[config.mk]
export PLATFORM = sky130hd
export DESIGN_NAME = alu_issue_unit
export DESIGN_NICKNAME = d
export VERILOG_FILES = /design/src/rtl/alu_issue_unit.sv
export SDC_FILE = /design/constraint.sdc
export NUM_CORES = 1
export LEC_CHECK = 0
export CAP_MARGIN = 10
export CORE_MARGIN = 2
export CORE_UTILIZATION = 51
export DETAILED_ROUTE_END_ITERATION = 7
export PLACE_DENSITY = 0.94
export SYNTH_ARGS = -nofsm -noshare
export SYNTH_HDL_FRONTEND = slang
export SYNTH_SLANG_ARGS = --single-unit
[constraint.sdc]
create_clock -name clk -period 2.88 [get_ports clk]
set_input_delay 0.576 -clock clk [delete_from_list [all_inputs] [get_ports clk]]
set_output_delay 0.576 -clock clk [all_outputs]
set_load 0.02 [all_outputs]
[src/rtl/alu_issue_unit.sv]
// alu_issue_unit
//   Sequential front end for the combinational ALU. It accepts one request at a
//   time, drives the ALU operand and control inputs, and iterates shifts one bit
//   per cycle by feeding the ALU result back as operand A. The captured result
//   is returned on a valid/ready response channel.
//
// Ports
//   clk, rst_n             clock, asynchronous active-low reset
//   req_valid/req_ready    request handshake; req_ready = (state == IDLE)
//   req_op/req_a/req_b     opcode (0 ADD .. 8 SRA, 9-15 illegal) and operands
//   alu_a/alu_b/alu_op     registered drive to the external combinational ALU
//   alu_result             combinational ALU result
//   rsp_valid/rsp_ready    response handshake
//   rsp_result/rsp_err     captured result, illegal-opcode flag
//   rsp_zero/rsp_neg       result flags, present only when ALU_ISSUE_FLAGS_EN is defined
//
// Configuration macro: ALU_ISSUE_FLAGS_EN adds the rsp_zero/rsp_neg outputs.
module alu_issue_unit #(
  parameter int DATA_WIDTH = 16,
  parameter int SHAMT_W    = $clog2(DATA_WIDTH)
) (
  input  logic                  clk,
  input  logic                  rst_n,
  input  logic                  req_valid,
  output logic                  req_ready,
  input  logic [3:0]            req_op,
  input  logic [DATA_WIDTH-1:0] req_a,
  input  logic [DATA_WIDTH-1:0] req_b,
  output logic [DATA_WIDTH-1:0] alu_a,
  output logic [DATA_WIDTH-1:0] alu_b,
  output logic [3:0]            alu_op,
  input  logic [DATA_WIDTH-1:0] alu_result,
  output logic                  rsp_valid,
  input  logic                  rsp_ready,
  output logic [DATA_WIDTH-1:0] rsp_result,
`ifdef ALU_ISSUE_FLAGS_EN
  output logic                  rsp_zero,
  output logic                  rsp_neg,
`endif
  output logic                  rsp_err
);

  typedef enum logic [1:0] {IDLE, EXEC, SHIFT, RESP} state_t;

  state_t                state_q;
  logic [3:0]            op_q;
  logic [SHAMT_W-1:0]    count_q;
  logic [DATA_WIDTH-1:0] acc_q;
  logic [DATA_WIDTH-1:0] alu_a_q, alu_b_q;
  logic [3:0]            alu_op_q;
  logic [DATA_WIDTH-1:0] rsp_result_q;
  logic                  rsp_err_q;
`ifdef ALU_ISSUE_FLAGS_EN
  logic                  rsp_zero_q, rsp_neg_q;
`endif

  // capture-point decode: what goes into the response registers this cycle
  logic                  cap_en, cap_err;
  logic [DATA_WIDTH-1:0] cap_res;

  function automatic logic op_is_shift(input logic [3:0] op);
    return (op == 4'd6) || (op == 4'd7) || (op == 4'd8);
  endfunction

  function automatic logic op_is_legal(input logic [3:0] op);
    return op <= 4'd8;
  endfunction

  always_comb begin
    cap_en  = 1'b0;
    cap_err = 1'b0;
    cap_res = alu_result;
    case (state_q)
      EXEC: begin
        cap_en = 1'b1;
        if (!op_is_legal(op_q)) begin
          cap_res = '0;
          cap_err = 1'b1;
        end else if (op_is_shift(op_q)) begin
          // shift by zero bypasses the ALU
          cap_res = acc_q;
        end
      end
      SHIFT:   cap_en = (count_q == SHAMT_W'(1));
      default: ;
    endcase
  end

  always_ff @(posedge clk or negedge rst_n) begin
    if (!rst_n) begin
      state_q      <= IDLE;
      op_q         <= '0;
      count_q      <= '0;
      acc_q        <= '0;
      alu_a_q      <= '0;
      alu_b_q      <= '0;
      alu_op_q     <= '0;
      rsp_result_q <= '0;
      rsp_err_q    <= 1'b0;
`ifdef ALU_ISSUE_FLAGS_EN
      rsp_zero_q   <= 1'b0;
      rsp_neg_q    <= 1'b0;
`endif
    end else begin
      if (cap_en) begin
        rsp_result_q <= cap_res;
        rsp_err_q    <= cap_err;
`ifdef ALU_ISSUE_FLAGS_EN
        rsp_zero_q   <= !cap_err && (cap_res == '0);
        rsp_neg_q    <= !cap_err && cap_res[DATA_WIDTH-1];
`endif
      end
      case (state_q)
        IDLE: if (req_valid) begin
          op_q    <= req_op;
          count_q <= req_b[SHAMT_W-1:0];
          acc_q   <= req_a;
          if (op_is_shift(req_op) && (req_b[SHAMT_W-1:0] != '0)) begin
            state_q  <= SHIFT;
            alu_a_q  <= req_a;
            alu_b_q  <= DATA_WIDTH'(1);
            alu_op_q <= req_op;
          end else begin
            state_q <= EXEC;
            // ALU stays parked for illegal ops and zero-amount shifts
            if (op_is_legal(req_op) && !op_is_shift(req_op)) begin
              alu_a_q  <= req_a;
              alu_b_q  <= req_b;
              alu_op_q <= req_op;
            end
          end
        end
        EXEC: begin
          state_q  <= RESP;
          alu_a_q  <= '0;
          alu_b_q  <= '0;
          alu_op_q <= '0;
        end
        SHIFT: begin
          acc_q   <= alu_result;
          count_q <= count_q - SHAMT_W'(1);
          if (count_q == SHAMT_W'(1)) begin
            state_q  <= RESP;
            alu_a_q  <= '0;
            alu_b_q  <= '0;
            alu_op_q <= '0;
          end else begin
            alu_a_q <= alu_result;
          end
        end
        RESP: if (rsp_ready) state_q <= IDLE;
        default: state_q <= IDLE;
      endcase
    end
  end

  assign req_ready  = (state_q == IDLE);
  assign rsp_valid  = (state_q == RESP);
  assign alu_a      = alu_a_q;
  assign alu_b      = alu_b_q;
  assign alu_op     = alu_op_q;
  assign rsp_result = rsp_result_q;
  assign rsp_err    = rsp_err_q;
`ifdef ALU_ISSUE_FLAGS_EN
  assign rsp_zero   = rsp_zero_q;
  assign rsp_neg    = rsp_neg_q;
`endif

endmodule

==> impl_metrics.py <==
metrics = {
    "cells_and_area": {
        "fin_area_sq_um": 5220,
        "antennaDiodeCount": 0,
        "area_growth_pct": 35.2,
        "drive_above_1_share": 0.0925,
        "fillCellCount": 551,
        "num-nets-final": 525,
    },
    "yosys": {
        "yosysWarnings": 0,
        "postSynth.asyncResetShare": 1.00,
        "netlist_top_cells_area": "dfrtp_1 51%, mux2i_1 9.1%, nand2_1 5.1%",
        "syn-num-nets": 415,
        "syn_area_per_cell_sq_um": 10.9,
        "synth_area_sq_um": 3860,
        "synth_edf_count": 0,
        "synthCells": 353,
        "yosys_most_used_dff": "dfrtp_1",
        "synth_top_area_cell": "dfrtp_1",
        "ys_ff_latch": 79,
        "synth_cell_types": 42,
        "synth-seq-area-share": 0.512,
        "synth_top_area_share": 0.512,
    },
    "timing": {
        "drv_slew": 0,
        "rsz0062_at_grt": "no",
        "worstMarginPinSlew_ns": 1.21,
        "finalHoldViolCount": 0,
        "setup-tns-final_ns": 0,
        "fin_crit_sh": 0.895,
        "max_freq_ghz": 0.388,
        "fin_skew_ns": 0.00861,
        "setup_slack_ns": 0.301,
        "setup_violations": 0,
        "period_needed_ns": 2.58,
        "relSlewSlack": 0.196,
    },
    "place": {
        "dp_slack_ns": 0.205,
        "dpl_cell_area_sq_um": 5070,
        "hpwl_um": 7040,
        "port_buffers": 110,
        "place.gp.congestion": 0.810,
    },
    "die": {
        "coreArea_sq_um": 7290,
        "io-pin-count": 111,
        "core.rowCount": 31,
        "dieArea_sq_um": 8290,
        "die_w_um": 91.0,
        "chipHeight_um": 91.0,
        "start_util": 0.530,
    },
    "routing": {
        "num_vias": 3107,
        "drt_iter0_markers": 177,
        "dr.pass1.iters": 4,
        "vias_per_cell": 5.51,
        "remaining_drc_errors": 0,
        "drtAntennaViolNets": 0,
        "totalWireLength_um": 9720,
        "post_drt_wl_per_cell_um": 17.2,
    },
    "clock_tree": {
        "tritoncts": "done",
        "cts_buffers": 9,
        "cts_resized": 0,
        "holdBufCountCts": 0,
        "htreeDepth": 3,
        "cts.sinks": 79,
        "cts.clk_slew.worst_paths_ns": 0.08,
        "root_buffer": "clkbuf_8",
        "cts.path.max_buffers": 2,
        "post_cts_buffers": 0,
        "clock_latency_ns": 0.34,
    },
    "power_and_ir_drop": {
        "finalPower_uw": 6260,
        "p_leak_uw": 0.00242,
        "ir_drop_v": 0.000542,
        "power_density_nw_per_um2": 1200,
    },
    "global_routing": {
        "antenna_found_initial": 0,
        "grt_first_pass_wirelength_um": 16000,
        "grt_max_degree": 80,
        "grt-ovfl-total": 0,
        "grt_pass1_vias": 3270,
        "grt_usage": 0.244,
    },
    "setup_path": {
        "cp.required_ns": 2.30,
        "worstPathMaxFanout": 10,
        "crit_path_end_kind": "output port",
        "path_buf_inv": 2,
        "crit_family": "buffers and inverters",
        "critPathMaxStageDelay_ns": 0.71,
        "cpMaxStageDelayCell": "clkdlybuf4s50_1",
        "worstPathArrival_ns": 2.00,
        "crit_path_cell_trace": "inv_1, ha_1, clkdlybuf4s50_1",
        "start_kind": "flip-flop",
        "critPathKind": "flip-flop to output port",
    },
    "min_path": {
        "hold_class": "primary input to async pin",
    },
    "outcome": {
        "status": "complete, no violations",
    },
    "run": {
        "maxCapViolCount": 0,
    },
}
layer usage:
layer,global-route usage,up-vias,wire length (um)
met5,0,-,0
met4,0.0972,0,275
met3,0.0473,25,382
met2,0.418,90,4970
met1,0.305,1531,4090
li1,-,1461,-
cells in the mapped netlist (all sizes together), types with 2 or more instances:
cell type / number
nor4b: 2
nand2b: 2
a21oi: 6
nor2: 3
o22ai: 18
mux2: 26
nor2b: 6
nand3: 2
clkbuf: 15
ha: 6
dfrtp: 79
nand2: 52
mux2i: 35
o21ai: 42
inv: 21
a22o: 15
buf: 6
and2: 2
where the power goes:
group / internal [uW] / leakage (uW) / total [uW] / switching [uW]
combinational: 1700 / 0.00135 / 3630 / 1930
sequential: 1630 / 0.000991 / 1940 / 310
clock: 320 / 0.0000809 / 695 / 374
sequential cells by signal, indices dropped and copies added (netlist names):
name,flops
alu_op,4
count_q,4
alu_b,16
rsp_err,1
rsp_result,16
acc_q,16
op_q,4
alu_a,16
state_q,2
stage by stage:
stage | cells | hold slack, ns | util
floorplan | 353 | 0.280 | -
global placement | 551 | 0.465 | 0.695
detailed placement | 551 | 0.475 | 0.695
CTS | 564 | 0.422 | 0.716
global route | 564 | 0.487 | 0.716
finish | 564 | 0.363 | 0.716
placed cells by master, fill, tap and decap left out, drive strengths merged, types with 2 or more instances in the layout:
cell	instances
a22o	15
dfrtp	79
mux2i	35
nor4b	2
clkbuf	11
clkdlybuf4s50	109
nand2	52
nor2b	6
o22ai	18
buf	11
a21oi	6
nand2b	2
ha	6
mux2	26
nand3	2
inv	21
and2	2
o21ai	42
clkinv	3
nor2	3
logic make-up (layout without fill, tap and decap cells):
kind of cell / after synthesis / in the layout / synth area share
AND/OR/NAND/NOR: 76 / 76 / 0.0959
AO/OA/AOI/OAI: 88 / 88 / 0.149
flip-flops: 79 / 79 / 0.512
multiplexers: 61 / 61 / 0.176
adder cells (fa/ha/maj): 6 / 6 / 0.0194
buffers and inverters: 43 / 155 / 0.0476
worst paths after layout:
path / startpoint / endpoint / slack (ns) / cells after the start
max: state_q[0] / req_ready / 0.30 / 3
min: rst_n / acc_q[12] / 0.36 / 1
max reg2reg: state_q[0] / alu_b[4] / 0.51 / 6
min reg2reg: rsp_result[8] / rsp_result[8] / 0.48 / 2
max in group asynchronous: rst_n / alu_b[5] / 1.85 / 1
min in group clk: rsp_result[8] / rsp_result[8] / 0.48 / 2
cell type report:
cell class,instances,area [sq um],area share
clock buffers,11,141,0.0271
clock inverters,2,10.0,0.00192
inverters,22,82.6,0.0158
multi-input cells,231,1710,0.328
flip-flops and latches,79,1980,0.379
well taps,99,124,0.0237
repair buffers,120,1170,0.225
Power figures use the tool's default switching activity.
